`src/rtl/arb4_pkg.sv`:
```
// Shared types for the 4-way round-robin bus arbiter.
package arb4_pkg;
  localparam int ARB_N = 4;

  typedef enum logic {ARB_IDLE, ARB_GRANT} arb_state_t;
  typedef logic [1:0] arb_idx_t;

  // First set bit of v at or after ptr, searching upward mod 4; ptr if none.
  function automatic arb_idx_t rr_pick(input logic [ARB_N-1:0] v, input arb_idx_t ptr);
    arb_idx_t idx;
    rr_pick = ptr;
    for (int i = ARB_N-1; i >= 0; i--) begin
      idx = ptr + arb_idx_t'(i);
      if (v[idx]) rr_pick = idx;
    end
  endfunction
endpackage

```
`src/rtl/arb4_rr_mux4.sv`:
```
// 4:1 data mux used as the shared-bus data path.
module Mux4 #(
  parameter int WIDTH = 8
) (
  input  logic [WIDTH-1:0] d0,
  input  logic [WIDTH-1:0] d1,
  input  logic [WIDTH-1:0] d2,
  input  logic [WIDTH-1:0] d3,
  input  logic [1:0]       s,
  output logic [WIDTH-1:0] y
);
  always_comb begin
    case (s)
      2'd0:    y = d0;
      2'd1:    y = d1;
      2'd2:    y = d2;
      default: y = d3;
    endcase
  end
endmodule

```
`src/rtl/arb4_rr.sv`:
```
// 4-requester round-robin burst arbiter with sticky grants and zero-bubble handover.
// ARB4_MAX_BURST_EN: optional per-grant beat limit of MAX_BURST transfers.
module arb4_rr
  import arb4_pkg::*;
#(
  parameter int WIDTH     = 8,
  parameter int MAX_BURST = 4
) (
  input  logic             clk,
  input  logic             rst_n,
  input  logic [3:0]       req_valid,
  input  logic [3:0]       req_last,
  input  logic [WIDTH-1:0] req_data0,
  input  logic [WIDTH-1:0] req_data1,
  input  logic [WIDTH-1:0] req_data2,
  input  logic [WIDTH-1:0] req_data3,
  output logic [3:0]       req_ready,
  output logic [WIDTH-1:0] out_data,
  output logic             out_valid,
  output logic             out_last,
  input  logic             out_ready,
  output logic [1:0]       sel,
  output logic             busy
);
  arb_state_t state_q, state_d;
  arb_idx_t   sel_q, sel_d, rr_ptr_q, rr_ptr_d;
  arb_idx_t   nxt_ptr, win;
  logic       xfer, rel;

  if (MAX_BURST < 1) begin : g_bad_cfg
    $error("arb4_rr: MAX_BURST must be >= 1");
  end

`ifdef ARB4_MAX_BURST_EN
  localparam int CW = $clog2(MAX_BURST+1);
  logic [CW-1:0] cnt_q, cnt_d;
`endif

  Mux4 #(.WIDTH(WIDTH)) u_mux (
    .d0(req_data0),
    .d1(req_data1),
    .d2(req_data2),
    .d3(req_data3),
    .s (sel_q),
    .y (out_data)
  );

  assign sel  = sel_q;
  assign busy = (state_q == ARB_GRANT);

  always_comb begin
    req_ready = 4'b0000;
    out_valid = busy & req_valid[sel_q];
    out_last  = out_valid & req_last[sel_q];
    if (busy) req_ready[sel_q] = out_ready;
  end

  assign xfer    = out_valid & out_ready;
  assign nxt_ptr = sel_q + 2'd1;
`ifdef ARB4_MAX_BURST_EN
  assign rel     = xfer & (req_last[sel_q] | (cnt_q == CW'(MAX_BURST-1)));
`else
  assign rel     = xfer & req_last[sel_q];
`endif
  // Idle arbitration starts at rr_ptr; release re-arbitrates from the owner's successor.
  assign win     = rr_pick(req_valid, busy ? nxt_ptr : rr_ptr_q);

  always_comb begin
    state_d  = state_q;
    sel_d    = sel_q;
    rr_ptr_d = rr_ptr_q;
`ifdef ARB4_MAX_BURST_EN
    cnt_d    = cnt_q;
`endif
    case (state_q)
      ARB_IDLE: begin
        if (|req_valid) begin
          state_d = ARB_GRANT;
          sel_d   = win;
`ifdef ARB4_MAX_BURST_EN
          cnt_d   = '0;
`endif
        end
      end
      default: begin
        if (rel) begin
          rr_ptr_d = nxt_ptr;
          if (|req_valid) begin
            sel_d = win;
`ifdef ARB4_MAX_BURST_EN
            cnt_d = '0;
`endif
          end else begin
            state_d = ARB_IDLE;
          end
        end
`ifdef ARB4_MAX_BURST_EN
        else if (xfer) begin
          cnt_d = cnt_q + 1'b1;
        end
`endif
      end
    endcase
  end

  always_ff @(posedge clk) begin
    if (!rst_n) begin
      state_q  <= ARB_IDLE;
      sel_q    <= '0;
      rr_ptr_q <= '0;
`ifdef ARB4_MAX_BURST_EN
      cnt_q    <= '0;
`endif
    end else begin
      state_q  <= state_d;
      sel_q    <= sel_d;
      rr_ptr_q <= rr_ptr_d;
`ifdef ARB4_MAX_BURST_EN
      cnt_q    <= cnt_d;
`endif
    end
  end
endmodule

```
`config.mk`:
```
export PLATFORM = sky130hd
export DESIGN_NAME = arb4_rr
export DESIGN_NICKNAME = d
export VERILOG_FILES = /design/src/rtl/arb4_pkg.sv /design/src/rtl/arb4_rr_mux4.sv /design/src/rtl/arb4_rr.sv
export SDC_FILE = /design/constraint.sdc
export NUM_CORES = 1
export LEC_CHECK = 0
export ABC_AREA = 1
export BUFFER_PORTS_ARGS = -buffer_cell sky130_fd_sc_hd__buf_2
export CAP_MARGIN = 10
export CORE_UTILIZATION = 42
export DETAILED_ROUTE_END_ITERATION = 10
export GPL_ROUTABILITY_DRIVEN = 0
export PLACE_DENSITY = 0.79
export SETUP_SLACK_MARGIN = 0.2
export SLEW_MARGIN = 10
export SYNTH_ARGS = -nofsm -noshare
export SYNTH_HDL_FRONTEND = slang
export SYNTH_HIERARCHICAL = 1
export SYNTH_SLANG_ARGS = --single-unit
```
`constraint.sdc`:
```
create_clock -name clk -period 2.3 [get_ports clk]
set_clock_uncertainty 0.2 [all_clocks]
set_input_delay 0.345 -clock clk [delete_from_list [all_inputs] [get_ports clk]]
set_output_delay 0.345 -clock clk [all_outputs]
set_load 0.02 [all_outputs]
```
# After elaboration in Yosys (flattened, before gate mapping)
# Index checks and enable logic that the tools add are counted.
# totals
reg_bits	5
latch_bits	0
mem_bits_rw	0
rom_bits	0
inputBits	43
wordCells	52
memories	0
# classes
n_addsub	4
mul	0
n_div	0
magnitude_cmp	6
eq_ne	3
n_shift	0
n_mux	27
bitwise_logic	5
n_reduce_logical	4
# ops
op	n
case mux 8 bit (3 select lines)	1
two-way mux 2 bit	8
less-than comparator 2 x 3 -> 1 bit (second input constant)	5
binary-select mux 1 bit (select 2 bit)	6
two-way mux 1 bit	10
adder 2 x 1 -> 2 bit (second input constant)	2
adder 2 bit (second input constant)	2
bitwise AND 1 bit	4
bitwise AND 4 bit	1
two-way mux 4 bit	1
OR reduction 4 bit	1
demux 1 bit (select 2 bit)	1
equality test 2 x 1 -> 1 bit (second input constant)	1
equality test 2 bit (second input constant)	1
greater-or-equal comparator 2 x 1 -> 1 bit (second input constant)	1
logical NOT 2 bit	1
inequality test 2 x 1 -> 1 bit (second input constant)	1
AND reduction 2 bit	1
logical AND 1 bit	1

# Depth between registers and ports, before layout
# Gate-level depths: netlist of run 1.
# depth
word_depth	12
ltp_mapped	15

# Modules after synthesis
# Netlist of run 1, hierarchy kept.
# modules_own_cells
mod	instances	cells_each	area_each_um2	seq_area_each_um2
arb4_rr	1	125	678.2	100.1
Mux4	1	47	264.0	0.0

# Worst setup path before layout of run 1
# Ideal clock, no wire load.
# synth_timing
kind	register -> register
start	reg sel_q[0] (netlist: sel[0])
end	reg sel_q[0] (netlist: sel[0])
setup_time_ns	0.070
arrival_time_ns	1.826
t_required_ns	2.030
path_slack_ns	0.204
stages_incl_launch_ff	16
path_buffers	0
synth_period_minus_slack_ns	2.096
cell_sequence	dfxtp_1 inv_2 ha_1 inv_1 nand2_1 nand2_1 nand2_1 nand2_1 nand2_1 nand2_1 nand2_1 nand2_1 nand2_1 nand2_1 nand2_1 a21oi_1
# synth_between
elab_chain_cells	12
# synth_rtl
element	line	text
from (decl)	arb4_rr.sv:26	arb_idx_t sel_q, sel_d, rr_ptr_q, rr_ptr_d;
from (signal assigned)	arb4_rr.sv:116	sel_q <= sel_d;
adder 2 x 1 -> 2 bit (*)	arb4_rr.sv:59	assign nxt_ptr = sel_q + 2'd1;
via nxt_ptr[0]	arb4_rr.sv:27	arb_idx_t nxt_ptr, win;
two-way mux 2 bit (*)	arb4_rr.sv:66	assign win = rr_pick(req_valid, busy ? nxt_ptr : rr_ptr_q);
adder 2 bit	arb4_pkg.sv:13	idx = ptr + arb_idx_t'(i);
binary-select mux 1 bit (select 2 bit)	arb4_pkg.sv:14	if (v[idx]) rr_pick = idx;
two-way mux 1 bit (not written as such)	arb4_pkg.sv:14	
two-way mux 2 bit (3 in a row)	arb4_pkg.sv:14	
two-way mux 2 bit (*)	arb4_pkg.sv:14	
two-way mux 2 bit (*)	arb4_rr.sv:77, arb4_rr.sv:88	
two-way mux 2 bit	arb4_rr.sv:86	if (rel) begin
two-way mux 2 bit (*)	arb4_rr.sv:75	case (state_q)
# Mark *: on every way through the listed nets, which the timed path passes. The rest lies on a longest branch. The select of a mux whose other input is x is not followed.
# A chain may end at the register's enable or synchronous reset.

# Worst setup path after layout of run 1
# layout_timing
start	reg sel_q[1] (netlist: sel[1])
end	out out_last
# layout_between
elab_chain_cells	4
# layout_rtl
element	line	text
binary-select mux 1 bit (select 2 bit)	arb4_rr.sv:53	out_valid = busy & req_valid[sel_q];
two-way mux 1 bit (not written as such)	arb4_rr.sv:53	
bitwise AND 1 bit	arb4_rr.sv:53	
bitwise AND 1 bit (*)	arb4_rr.sv:54	out_last = out_valid & req_last[sel_q];
to (decl)	arb4_rr.sv:20	output logic out_last,
# Mark *: on every way between the ends. The rest lies on a longest branch, timed or not. The select of a mux whose other input is x is not followed.

==> results of run 1 <==
[per-layer routing]
metal	routed length (µm)	part of all wire (%)
met5	0	0
met1	1167	43
met2	1267	47
met4	19	0.71
met3	239	8.9
[logic make-up (layout without fill, tap and decap cells)]
logic type / after synthesis / count (layout) / synth area share [%]
flip-flops: 5 / 5 / 10.62
AO/OA/AOI/OAI: 10 / 10 / 5.578
buffers and inverters: 32 / 93 / 16.73
AND/OR/NAND/NOR: 121 / 121 / 61.75
adder cells (fa/ha/maj): 4 / 4 / 5.312
[cell usage in the layout (no fill, tap or decap), types with 2 or more instances in the layout]
master	count
nand2_1	58
nor2_1	5
dfxtp_1	4
inv_1	23
a21oi_1	5
o21ai_0	4
clkbuf_4	3
nand3_1	36
buf_2	59
buf_6	2
nand4_1	8
nand2_2	7
nand3_2	2
inv_2	3
ha_1	4
[power groups by stage]
stage / Combinational [mW] / Clock (mW) / Sequential, mW
2_1_floorplan: 0.332 / 0 / 0.120
3_3_place_gp: 0.466 / 0 / 0.104
3_5_place_dp: 0.469 / 0 / 0.105
4_1_cts: 0.471 / 0.112 / 0.103
5_1_grt: 0.532 / 0.119 / 0.105
6_report: 0.477 / 0.111 / 0.104
[area by class of cell]
cell class	instances	area, µm²
Clock buffer	3	22.52
Clock inverter	1	5.005
Fill cell	232	763.2
Inverter	27	101.3
Multi-Input combinational cell	135	689.4
Sequential cell	5	101.3
Tap cell	27	33.78
Timing Repair Buffer	62	325.3
[sequential cells by signal, indices dropped and copies added (netlist names)]
register	count
busy	1
rr_ptr_q	2
sel	2
[path summary, 6_finish.rpt]
kind / endpoint / cells after the start
setup / recovery: out_last / 6
hold / removal: sel[0] / 3
setup reg to reg: sel[0] / 14
hold reg to reg: rr_ptr_q[1] / 2
[repair_timing]
action                     4_1_cts  5_1_grt
gates resized for setup          0        5
hold buffers                     0        0
setup endpoints to repair        0        4
[metrics by stage]
| step | hold WS, ns | utilization [%] | instance area (µm²) |
|---|---|---|---|
| 6_report | 0.1682 | 62.62 | 1279 |
| 5_1_grt | 0.1759 | 62.62 | 1279 |
| 4_1_cts | 0.1691 | 61.95 | 1265 |
| 3_5_place_dp | 0.2669 | 60.60 | 1237 |
| 3_3_place_gp | 0.2617 | 60.60 | 1237 |
| 2_1_floorplan | 0.2431 | - | 942.2 |
[critical path, delay by kind of cell, from the launching register on]
family	cells	cell delay (ns)
compound gates	1	0.10
buf+inv	2	0.39
flops	1	0.35
simple gates	3	0.33
==> flow_summary_export.csv, run 1 <==
group,metric,value,unit
global_route,grt_util_met1,27.51,%
setup_path,path_cells,"buf_6 > nand3_1 > nand2_1 > nand2_1 > a21oi_1 > buf_2",
setup_path,cp-start-kind,"flop",
clocking,cts.clk_slew.worst_paths,0.06,ns
setup_path,reg2reg_slack,0.44,ns
setup_path,crit_path_end_kind,"output port",
setup_path,slowest_delay,0.35,ns
synthesis,ys_async_sr_fraction,0,%
synthesis,yosysSeqAreaShare,10.62,%
global_route,gr-usage-met3,6.854,%
floorplanning,die-height,49.36,µm
clocking,cts_buffer_depth,2,
global_route,grt_pass1_wl,4505,µm
timing,maxClockFrequency,506.5,MHz
clocking,htreeDepth,1,
setup_path,slowest_stage,"dfxtp_1",
synthesis,netlist_area,942.2,µm²
routing,route.detailed.drc,0,
global_route,antenna_found_initial,0,
routing,vias,1310,
power,power,0.6932,mW
timing,fin_crit_sh,85.84,%
final_layout,syn_to_final_growth,35.72,%
global_route,grt-ovfl-total,0,
synthesis,synth-edff-count,0,
clocking,cts_made_buffers,3,
synthesis,avgSynthCellArea,5.478,µm²
floorplanning,fp.dieW,49.36,µm
power,power_frac_comb,68.9,%
timing,slew_headroom,72.85,%
routing,via_per_inst,5.038,
power,p_switching,0.3642,mW
placed_design,io_buffers,59,
final_layout,num_antenna_cells,0,
power,clkPwrFrac,16.1,%
setup_path,path_common_cell,"nand2_1",
setup_path,required,1.75,ns
clocking,cts_tree,"yes",
clocking,insertion_delay,0.26,ns
floorplanning,initial_core_util,46.14,%
synthesis,synth_most_common_cell,"nand2_1",
final_layout,fin_cells,260,
setup_path,critPathArrivalTime,1.43,ns
power,sw_frac_of_total,52.54,%
power,power_frac_seq,15.1,%
power,intPower,0.3290,mW
global_route,grt_max_degree,28,
synthesis,syn_inst,172,
power,p_leak,0.7529,nW
floorplanning,core,2042,µm²
synthesis,netlist_top_cells_count,"nand2_1, nand3_1, inv_1",
clocking,post_cts_buffers,0,
placed_design,dp.cells,256,
synthesis,synthTopCellsByArea,"nand2_1, nand3_1, dfxtp_1, inv_1, buf_6",
timing,setup_viol,0,
clocking,cts.sink_count,5,
timing,rsz0062_at_grt,"yes",
final_layout,final_layout_size_suffix_gt1_share,35.19,%
setup_path,timing.rr.start,"sel[1]",
worst_hold_path,hp-start,"rst_n",
timing,finalMaxSlewViolations,0,
synthesis,ys_warn_count,6,
synthesis,mappedNetlistNets,219,
global_route,globalRoute.busiestLayer,"met2",
timing,worstMarginPinSlew,0.4036,ns
synthesis,ys.flop_type,"dfxtp_1",
setup_path,criticalPathCategory,"flop to output port",
timing,fin_crit,1.974,ns
routing,wire_per_inst,10.36,µm
setup_path,cp_max_fo,24,
run,maxCapViolations,0,
placed_design,dp_hpwl,2133,µm
power,cellPowerDensity,542.1,nW/µm²
power,ir_worst_vdd,388.9,µV
global_route,use_met2,41.10,%
floorplanning,rows,16,
routing,drt_iter0_markers,25,
timing,timing.final.ws_setup,0.3257,ns
routing,wl,2694,µm
timing,final_hold_viol_count,0,
setup_path,cp-startpoint,"sel[1]",
routing,firstDrtPassIters,4,
synthesis,synth_top_area_share,23.90,%
floorplanning,num_io_pins,60,
synthesis,ys_ff_latch,5,
floorplanning,die-area,2436,µm²
global_route,grt_pass1_vias,1085,
synthesis,synthDistinctLibCells,20,
final_layout,nets,281,
routing,ant_nets,0,
global_route,track_usage,23.27,%
outcome,status,"complete, no violations",
placed_design,place_ws,0.4213,ns
worst_hold_path,hold_class,"primary input to flop",
timing,setup_tns,0,ns
synthesis,synth_top_cell_by_area,"nand2_1",
clocking,cts_root_buf,"clkbuf_4",
Note: power is estimated with default switching activity, not from simulation.
==> inputs of run 2 (changes only) <==
--- a/config.mk
+++ b/config.mk
@@ -11,6 +11,7 @@
 export CORE_UTILIZATION = 42
 export DETAILED_ROUTE_END_ITERATION = 10
 export GPL_ROUTABILITY_DRIVEN = 0
+export GPL_TIMING_DRIVEN = 0
 export PLACE_DENSITY = 0.79
 export SETUP_SLACK_MARGIN = 0.2
 export SLEW_MARGIN = 10
==> flow_summary_export.csv, run 2 (synthesis gave the netlist of run 1 again) <==
group,metric,value,unit
global_route,grt_util_met1,26.01,%
clocking,cts-hold-fix-buffers,0,
global_route,grt_max_degree,12,
power,p_switching,0.3575,mW
clocking,htreeDepth,1,
setup_path,crit_path_end_kind,"output port",
setup_path,cp-startpoint,"sel[1]",
floorplanning,rows,16,
power,power_frac_comb,70.3,%
global_route,grt_pass1_vias,1161,
power,power,0.7115,mW
setup_path,cp-start-kind,"flop",
final_layout,num_antenna_cells,0,
clocking,insertion_delay,0.24,ns
routing,drt_iter0_markers,40,
final_layout,syn_to_final_growth,41.97,%
clocking,cts.sink_count,5,
routing,via_per_inst,4.992,
run,maxCapViolations,0,
timing,slew_headroom,72.15,%
setup_path,critPathCapture,"out_last",
floorplanning,core,2042,µm²
timing,worstMarginPinSlew,0.4140,ns
setup_path,rr_endpoint,"sel[1]",
timing,finalMaxSlewViolations,0,
timing,rsz0062_at_grt,"no",
power,power_frac_seq,15.7,%
placed_design,dp_hpwl,2122,µm
setup_path,ff2ff_path_depth,14,
floorplanning,die-area,2436,µm²
routing,firstDrtPassIters,4,
global_route,use_met2,41.55,%
placed_design,io_buffers,59,
clocking,cts_tree,"yes",
timing,fin_crit_sh,85.56,%
power,ir_worst_vdd,389.4,µV
timing,setup_viol,0,
power,clkPwrFrac,13.9,%
final_layout,final_common_cell,"buf_2",
final_layout,nets,285,
global_route,grt_pass1_wl,4485,µm
power,intPower,0.3541,mW
power,sw_frac_of_total,50.24,%
floorplanning,die-height,49.36,µm
routing,wl,2666,µm
power,cellPowerDensity,532.0,nW/µm²
outcome,status,"complete, no violations",
global_route,grt-ovfl-total,0,
routing,wire_per_inst,10.10,µm
final_layout,final_layout_size_suffix_gt1_share,36.71,%
setup_path,critPathArrivalTime,1.42,ns
timing,final_hold_viol_count,0,
global_route,antenna_found_initial,0,
floorplanning,initial_core_util,46.14,%
routing,route.detailed.drc,0,
setup_path,reg2reg_slack,0.41,ns
setup_path,required,1.75,ns
global_route,track_usage,22.56,%
floorplanning,fp.dieW,49.36,µm
floorplanning,num_io_pins,60,
power,p_leak,0.7761,nW
global_route,gr-usage-met3,3.427,%
clocking,cts.clk_slew.worst_paths,0.04,ns
final_layout,mostFrequentLayoutCells,"buf_2, nand2_1, nand3_1",
setup_path,cp_max_fo,8,
setup_path,timing.rr.start,"sel[1]",
timing,fin_crit,1.968,ns
timing,maxClockFrequency,508.2,MHz
clocking,cts_made_buffers,3,
clocking,cts_root_buf,"clkbuf_4",
routing,ant_nets,0,
routing,vias,1318,
worst_hold_path,hold_class,"primary input to flop",
setup_path,criticalPathCategory,"flop to output port",
timing,setup_tns,0,ns
clocking,cts_buffer_depth,2,
global_route,globalRoute.busiestLayer,"met2",
[run 2: changes by cell type in the layout (fill, tap and decap cells not counted)]
cell | before | now
dfxtp_4 | 0 | 2
buf_4 | 1 | 2
clkbuf_1 | 0 | 1
ha_1 | 4 | 3
buf_6 | 2 | 5
clkinv_2 | 1 | 0
dfxtp_2 | 1 | 0
dfxtp_1 | 4 | 3
ha_4 | 0 | 1
[run 2: area by class of cell]
cell class / count / area [µm²]
flip-flops and latches: 5 / 107.6
repair buffers: 61 / 310.3
fillers: 218 / 704.4
plain buffers: 5 / 56.30
inverters: 27 / 101.3
clock buffers: 4 / 26.28
multi-input cells: 135 / 701.9
well taps: 27 / 33.78
[run 2: metal layers]
layer  share of wire (%)  vias up  wire length [µm]
li1                    -      690                 -
met4                 1.3        0                34
met1                  42      559              1109
met5                   0        -                 0
met2                  46       65              1239
met3                  11        4               283
[run 2: worst max-delay path, cell delays in order, from the launching register on]
cell	delay (ns)
dfxtp_4	0.37
inv_1	0.16
nand3_1	0.12
nand2_1	0.16
nand2_1	0.09
a21oi_1	0.11
buf_2	0.17
[run 2: how the worst min path moves through the flow]
stage	from	to	slack, ns	depth (start not counted)
floorplan	rr_ptr_q[0]	rr_ptr_q[0]	0.24	2
global placement	rr_ptr_q[1]	rr_ptr_q[1]	0.26	2
detailed placement	rr_ptr_q[0]	rr_ptr_q[0]	0.27	2
CTS	rst_n	sel[0]	0.17	3
global route	rst_n	sel[0]	0.19	3
finish	rst_n	sel[0]	0.18	3
[run 2: power groups by stage]
stage / Clock, mW / Combinational (mW) / Sequential [mW]
2_1_floorplan: 0 / 0.332 / 0.120
3_3_place_gp: 0 / 0.471 / 0.117
3_5_place_dp: 0 / 0.474 / 0.117
4_1_cts: 0.104 / 0.475 / 0.117
5_1_grt: 0.107 / 0.561 / 0.113
6_report: 0.0991 / 0.501 / 0.112
[run 2: repair_timing]
| action | in CTS | in global routing |
|---|---|---|
| buffers inserted | 0 | 2 |
| cloned | 0 | 0 |
| setup endpoints to repair | 4 | 3 |
| resized for setup | 3 | 4 |
[run 2: through the flow]
step           worst slack [ns]  cells  util (%)  instance area, µm²  hold slack, ns
3_5_place_dp            0.03985    258     62.25                1271          0.2669
3_3_place_gp            0.02488    258     62.25                1271          0.2568
6_report                 0.3322    264     65.50                1338          0.1781
5_1_grt                  0.1925    264     65.50                1338          0.1862
2_1_floorplan            0.2039    172         -               942.2          0.2431
4_1_cts                  0.2679    262     63.79                1303          0.1720
==> inputs of run 3 (changes only) <==
--- a/config.mk
+++ b/config.mk
@@ -7,12 +7,14 @@
 export LEC_CHECK = 0
 export ABC_AREA = 1
 export BUFFER_PORTS_ARGS = -buffer_cell sky130_fd_sc_hd__buf_2
-export CAP_MARGIN = 10
-export CORE_UTILIZATION = 42
+export CELL_PAD_IN_SITES_DETAIL_PLACEMENT = 1
+export CELL_PAD_IN_SITES_GLOBAL_PLACEMENT = 2
+export CORE_UTILIZATION = 19
+export CTS_CLUSTER_SIZE = 40
 export DETAILED_ROUTE_END_ITERATION = 10
 export GPL_ROUTABILITY_DRIVEN = 0
 export GPL_TIMING_DRIVEN = 0
-export PLACE_DENSITY = 0.79
+export PLACE_DENSITY_LB_ADDON = 0.1
 export SETUP_SLACK_MARGIN = 0.2
 export SLEW_MARGIN = 10
 export SYNTH_ARGS = -nofsm -noshare
==> flow_summary_export.csv, run 3 (synthesis gave the netlist of run 1 again) <==
group,metric,value,unit
outcome,status,"complete, no violations",
final_layout,nets,287,
setup_path,required,1.75,ns
timing,fin_crit,1.991,ns
timing,setup_tns,0,ns
setup_path,ff2ff_path_depth,14,
placed_design,place_ws,-0.1776,ns
final_layout,final-seq-area,107.6,µm²
timing,worstMarginPinSlew,0.4454,ns
clocking,cts.sink_count,5,
clocking,cts.clk_slew.worst_paths,0.04,ns
timing,maxClockFrequency,502.2,MHz
global_route,grt_max_degree,11,
power,cellPowerDensity,562.1,nW/µm²
routing,ant_nets,0,
clocking,htreeDepth,1,
setup_path,critPathArrivalTime,1.45,ns
timing,final_hold_viol_count,0,
setup_path,cp-startpoint,"sel[0]",
power,ir_worst_vdd,387.8,µV
setup_path,path_cells,"buf_4 > buf_6 > nor2_4 > nand2_1 > nand4_1 > buf_2",
placed_design,dp.cells,298,
timing,rsz0062_at_grt,"no",
timing,fin_crit_sh,86.57,%
setup_path,criticalPathCategory,"flop to output port",
clocking,cts_made_buffers,3,
global_route,grt_pass1_wl,5775,µm
power,p_leak,0.7953,nW
final_layout,final_cell_area,1424,µm²
run,maxCapViolations,0,
setup_path,critPathCapture,"out_data[7]",
final_layout,final_layout_size_suffix_gt1_share,37.66,%
clocking,cts_buffer_depth,2,
timing,timing.final.ws_setup,0.3088,ns
floorplanning,core,4755,µm²
timing,whs,0.2063,ns
power,power,0.8004,mW
floorplanning,die-area,5245,µm²
setup_path,rr_endpoint,"sel[0]",
global_route,grt-ovfl-total,0,
final_layout,utilization,29.95,%
floorplanning,fp.dieW,72.42,µm
final_layout,final_common_cell,"buf_2",
global_route,grt_pass1_vias,1307,
global_route,track_usage,13.55,%
worst_hold_path,hold_class,"primary input to flop",
setup_path,timing.rr.start,"sel[1]",
routing,firstDrtPassIters,2,
floorplanning,initial_core_util,19.82,%
timing,finalMaxSlewViolations,0,
floorplanning,die-height,72.42,µm
setup_path,reg2reg_slack,0.43,ns
final_layout,num_antenna_cells,0,
floorplanning,rows,25,
clocking,cts_tree,"yes",
setup_path,cp-start-kind,"flop",
routing,wl,3533,µm
setup_path,crit_path_end_kind,"output port",
routing,drt_iter0_markers,30,
clocking,insertion_delay,0.22,ns
setup_path,slowest_delay,0.35,ns
routing,route.detailed.drc,0,
timing,setup_viol,0,
final_layout,syn_to_final_growth,51.13,%
global_route,antenna_found_initial,0,
final_layout,mostFrequentLayoutCells,"buf_2, nand2_1, nand3_1",
timing,slew_headroom,70.03,%
placed_design,placed_area,1321,µm²
routing,wire_per_inst,11.55,µm
final_layout,fin_cells,306,
setup_path,slowest_stage,"dfxtp_4",
final_layout,n_fill_cell,658,
placed_design,io_buffers,59,
placed_design,dp_hpwl,2801,µm
clocking,cts-hold-fix-buffers,0,
clocking,cts_root_buf,"clkbuf_8",
setup_path,cp_max_fo,10,
routing,vias,1315,
floorplanning,num_io_pins,60,
final_layout,multiInputGateArea,701.9,µm²
routing,via_per_inst,4.297,
run 3: changes by cell type in the layout (fill, tap and decap cells not counted), sizes merged:
cell  delta
buf      +2
run 3: worst max-delay path: cells and delay by family (launching register included):
kind	cells	cell delay [ns]
buffers and inverters	3	0.50
and+or+nand+nor	3	0.38
DFF	1	0.35
run 3: report_power, final:
group | total, mW | switching (mW) | internal (mW)
clock network | 0.160 | 0.0416 | 0.119
registers | 0.108 | 0.00983 | 0.0985
logic | 0.532 | 0.333 | 0.199
total | 0.800 | 0.384 | 0.416
run 3: final cells by class:
| type | count | area share (%) |
|---|---|---|
| multi-input cells | 135 | 49.30 |
| repair buffers | 63 | 22.85 |
| well taps | 67 | 5.888 |
| inverters | 27 | 7.294 |
| plain buffers | 5 | 3.954 |
| clock buffers | 4 | 3.163 |
| flip-flops and latches | 5 | 7.557 |
run 3: worst min path at each step:
stage | slack, ns | cells after the start | start | to
after detailed placement | 0.26 | 2 | rr_ptr_q[0] | rr_ptr_q[0]
after global placement | 0.26 | 2 | rr_ptr_q[1] | rr_ptr_q[1]
after floorplan | 0.24 | 2 | rr_ptr_q[0] | rr_ptr_q[0]
after CTS | 0.21 | 3 | rst_n | sel[0]
final | 0.21 | 3 | rst_n | busy
after global routing | 0.23 | 2 | rst_n | sel[1]
run 3: routing by layer:
| metal | global-route usage (%) | wire length, µm | part of all wire [%] |
|---|---|---|---|
| met2 | 25.03 | 1660 | 47 |
| met1 | 17.18 | 1672 | 47 |
| met5 | 0 | 0 | 0 |
| met3 | 1.389 | 194 | 5.5 |
| met4 | 1.961 | 6 | 0.17 |
run 3: timing repair:
item / CTS / global route
setup endpoints to repair: 13 / 2
resized for setup: 4 / 5
setup buffers: 1 / 3
